File: src/rtl/image_ram_reader_pkg.sv
// Shared types and defaults for the image RAM read path.
package image_pkg;

    typedef enum logic [1:0] {
        IDLE  = 2'd0,
        RUN   = 2'd1,
        DRAIN = 2'd2
    } state_t;

    localparam int DEF_DATA_WIDTH    = 8;
    localparam int DEF_ADDRESS_WIDTH = 8;
    localparam int SKID_DEPTH        = 2;

    // Index counter must reach FRAME_LEN itself, so size it for len+1 values.
    function automatic int idx_width(input int frame_len);
        return (frame_len < 1) ? 1 : $clog2(frame_len + 1);
    endfunction

endpackage

File: src/rtl/image_ram_reader_skid_fifo2.sv
// Two-entry register FIFO that absorbs RAM read latency and stream backpressure.
// Entry 0 is always the head, so popData comes straight from a register.
module skid_fifo2 #(
    parameter int WIDTH = 9
) (
    input  logic             clk,
    input  logic             rstN,
    input  logic             flush,
    input  logic             push,
    input  logic [WIDTH-1:0] pushData,
    input  logic             pop,
    output logic [WIDTH-1:0] popData,
    output logic [1:0]       count,
    output logic             empty,
    output logic             full
);

    logic [WIDTH-1:0] head_q, head_d;
    logic [WIDTH-1:0] tail_q, tail_d;
    logic [1:0]       count_q, count_d;
    logic             do_pop_s;
    logic             do_push_s;

    // Next entry contents and occupancy.
    always_comb begin
        head_d    = head_q;
        tail_d    = tail_q;
        count_d   = count_q;
        do_pop_s  = pop & (count_q != 2'd0);
        do_push_s = push & ((count_q != 2'd2) | do_pop_s);
        if (flush) begin
            head_d  = {WIDTH{1'b0}};
            tail_d  = {WIDTH{1'b0}};
            count_d = 2'd0;
        end else begin
            case ({do_push_s, do_pop_s})
                2'b10: begin
                    if (count_q == 2'd0) begin
                        head_d = pushData;
                    end else begin
                        tail_d = pushData;
                    end
                    count_d = count_q + 2'd1;
                end
                2'b01: begin
                    head_d  = tail_q;
                    count_d = count_q - 2'd1;
                end
                2'b11: begin
                    if (count_q == 2'd1) begin
                        head_d = pushData;
                    end else begin
                        head_d = tail_q;
                        tail_d = pushData;
                    end
                end
                default: begin
                    count_d = count_q;
                end
            endcase
        end
    end

    // Entry and occupancy registers.
    always_ff @(posedge clk or negedge rstN) begin
        if (!rstN) begin
            head_q  <= {WIDTH{1'b0}};
            tail_q  <= {WIDTH{1'b0}};
            count_q <= 2'd0;
        end else begin
            head_q  <= head_d;
            tail_q  <= tail_d;
            count_q <= count_d;
        end
    end

    assign popData = head_q;
    assign count   = count_q;
    assign empty   = (count_q == 2'd0);
    assign full    = (count_q == 2'd2);

endmodule

File: src/rtl/image_ram_reader.sv
// Read-side master for the single-port image RAM: streams FRAME_LEN words from
// frameBase as a valid/ready stream with a last flag, one word per cycle at best.
module image_ram_reader
    import image_pkg::*;
#(
    parameter int DATA_WIDTH    = DEF_DATA_WIDTH,
    parameter int ADDRESS_WIDTH = DEF_ADDRESS_WIDTH,
    parameter int FRAME_LEN     = 256
) (
    input  logic                     clk,
    input  logic                     rstN,
    input  logic                     start,
    input  logic                     abort,
    input  logic [ADDRESS_WIDTH-1:0] frameBase,
    output logic                     ramWEn,
    output logic [ADDRESS_WIDTH-1:0] ramAddr,
    input  logic [DATA_WIDTH-1:0]    ramDataIn,
    output logic                     outValid,
    input  logic                     outReady,
    output logic [DATA_WIDTH-1:0]    outData,
    output logic                     outLast,
    output logic                     busy,
    output logic                     done
);

    localparam int                 IDX_W    = idx_width(FRAME_LEN);
    localparam logic [IDX_W-1:0]   LAST_IDX = IDX_W'(FRAME_LEN - 1);
    localparam int                 FW       = DATA_WIDTH + 1;
    localparam logic [2:0]         CREDITS  = 3'(SKID_DEPTH);

    state_t                   state_q, state_d;
    logic [ADDRESS_WIDTH-1:0] addr_q, addr_d;
    logic [IDX_W-1:0]         idx_q, idx_d;
    logic                     in_flight_q, in_flight_d;
    logic                     last_flight_q, last_flight_d;
    logic                     busy_q, busy_d;
    logic                     done_q, done_d;

    logic                     fifo_push_s;
    logic                     fifo_pop_s;
    logic                     fifo_flush_s;
    logic [1:0]               fifo_count_s;
    logic                     fifo_empty_s;
    logic                     fifo_full_s;
    logic [FW-1:0]            fifo_head_s;

    logic                     credit_ok_s;
    logic                     issue_s;
    logic                     last_issue_s;
    logic                     drained_s;

    // Credit check, capture and drain detection. A pop this cycle frees a slot
    // for the read issued now, which is what sustains one word per cycle.
    always_comb begin
        fifo_pop_s   = ~fifo_empty_s & outReady;
        credit_ok_s  = (({1'b0, fifo_count_s} + {2'b00, in_flight_q}) < CREDITS) | fifo_pop_s;
        issue_s      = (state_q == RUN) & ~abort & credit_ok_s;
        last_issue_s = issue_s & (idx_q == LAST_IDX);
        fifo_flush_s = abort & (state_q != IDLE);
        fifo_push_s  = in_flight_q & (~fifo_full_s | fifo_pop_s);
        drained_s    = (state_q == DRAIN) & ~abort & ~in_flight_q &
                       ((fifo_count_s == 2'd0) | ((fifo_count_s == 2'd1) & fifo_pop_s));
        in_flight_d   = issue_s;
        last_flight_d = last_issue_s;
    end

    // Frame FSM, address/index counters and done pulse.
    always_comb begin
        state_d = state_q;
        addr_d  = addr_q;
        idx_d   = idx_q;
        busy_d  = busy_q;
        done_d  = 1'b0;
        case (state_q)
            IDLE: begin
                if (start && !done_q) begin
                    state_d = RUN;
                    addr_d  = frameBase;
                    idx_d   = {IDX_W{1'b0}};
                    busy_d  = 1'b1;
                end else begin
                    state_d = IDLE;
                end
            end
            RUN: begin
                if (abort) begin
                    state_d = IDLE;
                    busy_d  = 1'b0;
                end else if (issue_s) begin
                    idx_d = idx_q + IDX_W'(1);
                    // ramAddr keeps the final address once the frame is issued.
                    if (last_issue_s) begin
                        state_d = DRAIN;
                    end else begin
                        addr_d = addr_q + ADDRESS_WIDTH'(1);
                    end
                end else begin
                    state_d = RUN;
                end
            end
            DRAIN: begin
                if (abort) begin
                    state_d = IDLE;
                    busy_d  = 1'b0;
                end else if (drained_s) begin
                    state_d = IDLE;
                    busy_d  = 1'b0;
                    done_d  = 1'b1;
                end else begin
                    state_d = DRAIN;
                end
            end
            default: begin
                state_d = IDLE;
                busy_d  = 1'b0;
            end
        endcase
    end

    // Control and counter registers.
    always_ff @(posedge clk or negedge rstN) begin
        if (!rstN) begin
            state_q       <= IDLE;
            addr_q        <= {ADDRESS_WIDTH{1'b0}};
            idx_q         <= {IDX_W{1'b0}};
            in_flight_q   <= 1'b0;
            last_flight_q <= 1'b0;
            busy_q        <= 1'b0;
            done_q        <= 1'b0;
        end else begin
            state_q       <= state_d;
            addr_q        <= addr_d;
            idx_q         <= idx_d;
            in_flight_q   <= in_flight_d;
            last_flight_q <= last_flight_d;
            busy_q        <= busy_d;
            done_q        <= done_d;
        end
    end

    skid_fifo2 #(
        .WIDTH (FW)
    ) u_skid (
        .clk      (clk),
        .rstN     (rstN),
        .flush    (fifo_flush_s),
        .push     (fifo_push_s),
        .pushData ({last_flight_q, ramDataIn}),
        .pop      (fifo_pop_s),
        .popData  (fifo_head_s),
        .count    (fifo_count_s),
        .empty    (fifo_empty_s),
        .full     (fifo_full_s)
    );

    assign ramWEn   = 1'b0;
    assign ramAddr  = addr_q;
    assign outValid = ~fifo_empty_s;
    assign outData  = fifo_head_s[DATA_WIDTH-1:0];
    assign outLast  = fifo_head_s[DATA_WIDTH];
    assign busy     = busy_q;
    assign done     = done_q;

endmodule

File: config.mk
export PLATFORM = sky130hd
export DESIGN_NAME = image_ram_reader
export DESIGN_NICKNAME = d
export VERILOG_FILES = /design/src/rtl/image_ram_reader_pkg.sv /design/src/rtl/image_ram_reader_skid_fifo2.sv /design/src/rtl/image_ram_reader.sv
export SDC_FILE = /design/constraint.sdc
export NUM_CORES = 1
export LEC_CHECK = 0
export CORE_UTILIZATION = 45
export CTS_CLUSTER_DIAMETER = 100
export DETAILED_ROUTE_END_ITERATION = 10
export MAX_ROUTING_LAYER = met4
export PLACE_DENSITY = 0.7
export REMOVE_ABC_BUFFERS = 1
export SETUP_SLACK_MARGIN = 0.5
export SLEW_MARGIN = 20
export SYNTH_ARGS = -nofsm -noshare
export SYNTH_HDL_FRONTEND = slang
export SYNTH_SLANG_ARGS = --single-unit
File: constraint.sdc
create_clock -name clk -period 3.6 [get_ports clk]
set_input_delay 0.72 -clock clk [delete_from_list [all_inputs] [get_ports clk]]
set_output_delay 0.72 -clock clk [all_outputs]
set_load 0.005 [all_outputs]
== Word-level counts from Yosys, hierarchy flattened ==
Cells that the tools add are included.
Operators by class
  add/subtract/negate cells: 5
  magnitude comparators: 1
  equal/unequal tests: 19
  muxes and demuxes: 34
  bitwise logic cells: 20
  reduce and logical (&&, ||, !) cells: 15
Operator list (number)
  two-way mux 9 bit: 9
  one-hot mux 9 bit (2 select lines): 2
  two-way mux 8 bit: 4
  one-hot mux 9 bit (3 select lines): 1
  one-hot mux 8 bit (2 select lines): 1
  AND 1 bit: 12
  two-way mux 2 bit: 6
  != test 2 bit (second input constant): 6
  != test 3 bit (second input constant): 4
  adder 9 x 1 -> 9 bit (second input constant): 1
  == test 9 x 8 -> 1 bit (second input constant): 1
  adder 8 x 1 -> 8 bit (second input constant): 1
  == test 2 bit (second input constant): 4
  two-way mux 1 bit: 8
  == test 2 x 1 -> 1 bit (second input constant): 3
  one-hot mux 2 bit (3 select lines): 1
  AND reduction 3 bit: 2
  nonzero test 2 bit: 3
  nonzero test 3 bit: 2
  AND reduction 5 bit: 1
  zero test 2 bit: 2
  != test 4 bit (second input constant): 1
  NOT 1 bit: 4
  OR 1 bit: 4
  other kinds (11): 11
Word-level totals
  flip-flop bits (word level): 43
  output and inout port bits: 21
  word-level logic and storage cells: 104

== Depth between registers and ports, before layout ==
Gate-level depths: netlist (run 1).
  depth after elaboration: 10
  gate-level depth with buffers: 15
  gate-level depth less buffers: 12

== Hierarchy ==
From an unflattened synthesis (run 1), not the netlist that was laid out.
Second synthesis, totals
  cells, all modules: 238
  area, all modules: 2293.4 sq um
By module, submodules not included
  image_ram_reader: times used 1, cells each 144, area an instance 1301.2 sq um, seq. area each 575.6 sq um
  skid_fifo2: times used 1, cells each 94, area an instance 992.2 sq um, seq. area each 500.5 sq um

== Worst setup path before layout (run 1) ==
OpenSTA, ideal clock, no wires.
  path kind: in2reg
  from: input outReady
  to: register u_skid.head_q[8], in the netlist u_skid.popData[8]
  library setup time: 0.094 ns
  arrival: 2.431 ns
  data required time: 3.506 ns
  path slack: 1.075 ns
  stages on the path: 10
  cells stage by stage: nor2b_1 buf_2 inv_1 nand2_1 nand2_1 ha_1 inv_1 a2bb2oi_1 nor2_1 a211oi_1
Between the ends
  word-level cells in the longest chain between the ends: 7
  elaborated cells on any way between the ends: 14
  classes of those cells: 4 x eq/ne; 2 x mux; 6 x bitwise; 2 x reduce/logical
Ends and longest elaborated chain
  from (decl): RTL line image_ram_reader.sv:19  | input logic outReady,
  AND 1 bit *: RTL line image_ram_reader.sv:55  | fifo_pop_s = ~fifo_empty_s & outReady;
  OR 1 bit or AND 1 bit (tied branches): RTL line image_ram_reader.sv:60, image_ram_reader_skid_fifo2.sv:29
  AND 1 bit or OR 1 bit (tied branches): RTL line image_ram_reader.sv:60, image_ram_reader_skid_fifo2.sv:30
  AND 1 bit: RTL line image_ram_reader_skid_fifo2.sv:30  | do_push_s = push & ((count_q != 2'd2) | do_pop_s);
  == test 2 bit or == test 2 x 1 -> 1 bit (tied branches): RTL line image_ram_reader_skid_fifo2.sv:36  | case ({do_push_s, do_pop_s})
  one-hot mux 9 bit (3 select lines), or another cell as far along: RTL line image_ram_reader_skid_fifo2.sv:36
  two-way mux 9 bit or AND reduction 2 bit (tied branches)
  to (signal assigned): RTL line image_ram_reader_skid_fifo2.sv:67  | head_q <= {WIDTH{1'b0}};
  to (decl): RTL line image_ram_reader_skid_fifo2.sv:18  | logic [WIDTH-1:0] head_q, head_d;
Every way passes the cells marked *; elsewhere a longest branch is shown, timed or not.
A chain may end at the register's enable or synchronous reset.

== Worst setup path in the final report (run 1) ==
  from: input outReady
  to: register u_skid.tail_q[5]
Between the ends
  word-level cells in the longest chain between the ends: 7
  elaborated cells on any way between the ends: 14
  classes of those cells: 4 x eq/ne; 2 x mux; 6 x bitwise; 2 x reduce/logical
Ends and longest elaborated chain
  AND 1 bit *: RTL line image_ram_reader.sv:55
  OR 1 bit or AND 1 bit (tied branches): RTL line image_ram_reader.sv:60, image_ram_reader_skid_fifo2.sv:29
  AND 1 bit or OR 1 bit (tied branches): RTL line image_ram_reader.sv:60, image_ram_reader_skid_fifo2.sv:30
  AND 1 bit: RTL line image_ram_reader_skid_fifo2.sv:30
  == test 2 bit: RTL line image_ram_reader_skid_fifo2.sv:36
  != test 3 bit (no line), or another cell as far along
  AND reduction 3 bit (no line) or two-way mux 9 bit (tied branches)
  to (signal assigned): RTL line image_ram_reader_skid_fifo2.sv:68  | tail_q <= {WIDTH{1'b0}};
  to (signal assigned): RTL line image_ram_reader_skid_fifo2.sv:72  | tail_q <= tail_d;
  to (decl): RTL line image_ram_reader_skid_fifo2.sv:19  | logic [WIDTH-1:0] tail_q, tail_d;
Marked as above.

==> results.cfg, run 1 <==
[global_route]
grt_usage_pct = 21.4
first_global_vias = 1845
grt_max_degree = 44
grt-ovfl-total = 0
antenna_found_initial = 0
grt_pass1_wl_mm = 8.47

[worst_hold_path]
hold_path.class = flip-flop to flip-flop

[placement]
dp.final_hpwl_mm = 3.47
gp_congestion = 0.773
portBuffers = 40

[cells_and_area]
final_cell_mix = dfrtp_1 (43), clkdlybuf4s50_1 (39), nor2_1 (33), nand2_1 (22), o21ai_0 (14)
fillers = 447
layout-drive-gt1-share_pct = 5.63
syn2layout_area_growth_pct = 24.3
diodes = 0
layout_commonest_cell = dfrtp_1
layout.nets = 313

[floorplanning]
initial_core_util_pct = 47.8
ios = 42
floorplan.rows = 25
dieWidth_um = 73.8
dieArea_mm2 = 0.00544
die_h_um = 73.8
core_area_mm2 = 0.00485

[sta]
drv_slew = 0
hold_viol = 0
max_freq_mhz = 385
setup_violations = 0
skew_ns = 0.00867
relSlewSlack_pct = 37.4
finalSetupTns_ns = 0
period_needed_ns = 2.60
rsz0062_at_grt = no
tightest_slew_ns = 0.939
finalCritPeriodShare_pct = 72.2

[detailed_routing]
route.detailed.drc = 0
ant_nets = 0
wirelength_mm = 5.13
num_vias = 1947
routed_via_density = 5.55
post_drt_wl_per_cell_um = 14.6
drtIter0Drc = 145
first_pass_iters = 4

[synthesis]
synth.yosys.seq_area_share_pct = 46.4
synthFlopType = dfrtp_1
netlist_area_mm2 = 0.00232
synth_edf_count = 0
ys_types = 48
ys_ff_latch = 43
async_flop_share_pct = 100
yosysWarningCount = 0
synthesis.instances = 244
syn_avg_cell_area_um2 = 9.50

[worst_setup_path]
cp_max_fo = 9
endpoint_kind = flip-flop
cp.arrival_ns = 2.76
crit_type = primary input to flip-flop
crit_required_ns = 3.76
start_kind = primary input

[clock_tree]
clock-root-buffer = clkbuf_8
cts_resized = 0
htreeDepth = 2
cts_inserted_buffers = 5
clock_latency_ns = 0.30
clk_pin_slew_ns = 0.08
cts_setup_buffers = 0
cts_sinks = 43
cts.hold.buffers_added = 0
cts_tree = done
cts_buffer_depth = 2

[outcome]
outcome = finished clean

[power]
power_density_mw_per_mm2 = 706
max-vdd-ir-drop_v = 0.000360
power.total_mw = 2.03
p_leak_nw = 1.27

[flow_run]
drv_cap = 0
[worst max-delay path, cell delays in order]
cell	delay, ns
clkdlybuf4s50_1	0.47
nor2b_1	0.17
inv_1	0.10
nand2_1	0.07
nand2_1	0.07
inv_1	0.08
ha_1	0.28
o211a_1	0.48
mux2i_1	0.25
nor2_1	0.06
[cell usage after synthesis, types with 2 or more instances]
library cell  number  area, um^2
mux2i_1           11         110
clkbuf_1           6        22.5
inv_1             10        37.5
nand3_1           12        60.1
dfrtp_1           43        1080
buf_2              3        15.0
xor2_1             3        26.3
o21a_1             3        22.5
o221ai_1           3        26.3
and2_1             2        12.5
and3_1             4        25.0
nand2_1           22        82.6
nor3_1            10        50.1
a21o_1             2        15.0
o21ai_0           14        70.1
o22ai_1            2        12.5
o31ai_1            3        22.5
a2bb2oi_1          2        17.5
a22oi_1            2        15.0
nor2_1            33         124
a21oi_1            5        25.0
ha_1               9         113
a221oi_1           9        78.8
or4_1              2        15.0
o211ai_1           4        30.0
nand2b_1           2        12.5
nor2b_1            2        12.5
[where the power goes]
part	switching, mW	internal [mW]
clock	0.170	0.225
sequential	0.143	0.643
combinational	0.422	0.430
total	0.735	1.30
[layout make-up]
class                   count  area, um^2  share of cell area (%)
multi-input cells         180        1150                    39.8
flip-flops and latches     43        1080                    37.4
repair buffers             43         418                    14.5
well taps                  67        83.8                    2.91
clock buffers               6        82.6                    2.87
inverters                  10        37.5                    1.30
clock inverters             2        35.0                    1.22
[final timing paths]
path / to / from / cells past startpoint / slack, ns
min in group asynchronous: ramAddr[6] / rstN / 1 / 0.55
worst min-delay path: busy / busy / 1 / 0.48
worst min register to register: busy / busy / 1 / 0.48
worst max-delay path: u_skid.tail_q[5] / outReady / 10 / 1.00
max in group asynchronous: idx_q[1] / rstN / 1 / 2.46
worst max register to register: u_skid.popData[1] / u_skid.count[1] / 12 / 1.13
[sequential cells by signal, summed over array words and instances, names as in the netlist]
register        count
idx_q               9
last_flight_q       1
u_skid.count        2
state_q             2
done                1
in_flight_q         1
busy                1
ramAddr             8
u_skid.tail_q       9
u_skid.popData      9
[cell families after synthesis]
logic type / count (synthesis) / synth area share (%)
muxes: 11 / 4.75
adders and majority gates: 9 / 4.86
other: 1 / 0.162
buffers and inverters: 21 / 4.05
DFF: 43 / 46.4
xor gates and xnor gates: 4 / 1.51
AOI/OAI and AO/OA: 58 / 17.8
and+or+nand+nor: 97 / 20.4
[layer usage]
layer	wire, um	global-route usage [%]
met5	0	-
met1	2480	28.5
met4	68	8.12
met3	247	5.08
met2	2330	31.7
[metrics by stage]
stage	hold slack (ns)	cells	util, %	cell area, um^2	setup WS (ns)
2_1_floorplan	0.424	233	-	2260	0.864
4_1_cts	0.485	351	59.4	2880	0.983
5_1_grt	0.500	351	59.4	2880	0.810
3_5_place_dp	0.466	343	57.0	2760	0.657
6_report	0.479	351	59.4	2880	1.00
3_3_place_gp	0.465	343	57.0	2760	0.736
Note: power is estimated with default switching activity, not from simulation.
==> run 2, diff against run 1 <==
- PLACE_DENSITY: 0.7 -> 0.73
- clock period: 3.6 -> 2.2 ns (I/O delays scaled with it)
==> results.cfg, run 2 (synthesized netlist as in run 1, its figures left out) <==
[placement]
dp.final_hpwl_mm = 3.88
post_dp_cell_area_mm2 = 0.00287
portBuffers = 40
gp_congestion = 0.819
dpl.cell_count = 357

[detailed_routing]
first_pass_iters = 4
ant_nets = 0
wirelength_mm = 7.53
route.detailed.drc = 0
routed_via_density = 5.86
post_drt_wl_per_cell_um = 18.8
num_vias = 2350
drtIter0Drc = 149

[cells_and_area]
diodes = 0
layout-drive-gt1-share_pct = 38.3
final_util_pct = 76.5
final_cell_mix = dfrtp_1 (40), buf_4 (38), clkdlybuf4s50_1 (36), nor2_1 (31), nand2_1 (17)
final_cells = 401
finalInstanceArea_mm2 = 0.00371
layout_commonest_cell = dfrtp_1
syn2layout_area_growth_pct = 60.2
layout.nets = 363

[clock_tree]
cts_inserted_buffers = 5
cts_buffer_depth = 2
cts_sinks = 43
clock_latency_ns = 0.30
cts.hold.buffers_added = 0
cts_tree = done
clk_pin_slew_ns = 0.09
clock-root-buffer = clkbuf_8
htreeDepth = 2

[floorplanning]
core_area_mm2 = 0.00485
floorplan.rows = 25
ios = 42
die_h_um = 73.8
initial_core_util_pct = 47.8
dieWidth_um = 73.8
dieArea_mm2 = 0.00544

[power]
pwr-share-comb_pct = 58.0
max-vdd-ir-drop_v = 0.000609
p_sw_mw = 1.70
p_leak_nw = 1.60
power_density_mw_per_mm2 = 1160
p_int_mw = 2.60
power.total_mw = 4.30
clock_power_share_pct = 12.0
p_sw_share_pct = 39.5
seq_power_share_pct = 30.0

[flow_run]
drv_cap = 0

[sta]
relSlewSlack_pct = 57.5
hold_viol = 0
setup_violations = 0
tightest_slew_ns = 0.635
max_freq_mhz = 483
finalCritPeriodShare_pct = 94.1
period_needed_ns = 2.07
rsz0062_at_grt = yes
finalSetupTns_ns = 0
skew_ns = 0.0131
drv_slew = 0

[worst_setup_path]
crit_type = flip-flop to flip-flop
reg2regPathDepth = 13
endpoint_kind = flip-flop
start_kind = flip-flop
cp_max_fo = 5
crit_required_ns = 2.44
cp.arrival_ns = 2.31

[global_route]
grt_usage_pct = 25.6
grt_max_degree = 24
antenna_found_initial = 0
grt-ovfl-total = 0
first_global_vias = 2133
grt_pass1_wl_mm = 10.2

[outcome]
outcome = finished clean

[worst_hold_path]
hold_path.class = primary input to async pin
-- run 2: through the flow --
step / hold WS [ns] / setup WS [ns]
finish: 0.110 / 0.131
global route: 0.144 / 0.0125
detailed placement: 0.452 / -0.353
floorplan: 0.144 / -0.486
global placement: 0.451 / -0.311
CTS: 0.126 / 0.234
-- run 2: final timing paths --
path	slack, ns	to	startpoint
setup / recovery	0.13	u_skid.count[1]	u_skid.count[0]
setup reg to reg	0.13	u_skid.count[1]	u_skid.count[0]
max in group asynchronous	1.46	ramAddr[4]	rstN
hold / removal	0.11	ramAddr[6]	rstN
hold reg to reg	0.49	busy	busy
min in group clk	0.49	busy	busy
-- run 2: layout make-up --
type,instances,area [um^2]
tap,67,83.8
inverter,10,45.0
multi-input combinational,181,1550
timing repair buffer,92,868
sequential,43,1080
clock buffer,6,72.6
clock inverter,2,12.5
fill,300,1140
-- run 2: critical path, cell delays in order, from the launching register on --
cell and delay, ns:
dfrtp_1 0.38, inv_2 0.07, ha_4 0.17, nor2b_4 0.12
inv_2 0.05, nand2_2 0.06, nand2_2 0.07, inv_2 0.11
ha_2 0.28, buf_4 0.18, nor2_1 0.07, o21ai_0 0.23
o31ai_1 0.12, nor2_1 0.09
-- run 2: power by group through the flow --
stage / clock, mW / combinational (mW) / sequential (mW)
after floorplan: 0 / 0.788 / 1.26
after global placement: 0 / 1.48 / 1.27
after detailed placement: 0 / 1.51 / 1.28
after CTS: 0.516 / 1.93 / 1.28
after global routing: 0.541 / 2.65 / 1.31
final: 0.515 / 2.49 / 1.29
-- run 2: routing by layer --
metal  part of all wire (%)  track usage [%]  vias up
met4                    2.6             10.0        0
met5                      0                -        -
li1                       -                -     1061
met1                     42             33.4     1168
met2                     51             39.8      103
met3                    4.8             4.25       18
-- run 2: what timing repair did --
action	CTS	global route
cloned	2	0
setup endpoints to repair	35	44
setup buffers	13	21
pin swaps	30	25
resized for setup	69	46
==> run 3, diff against run 2 <==
- CAP_MARGIN: default -> 20
==> results of run 3 <==
Final layout, timing and power as in run 2 (identical DEF).
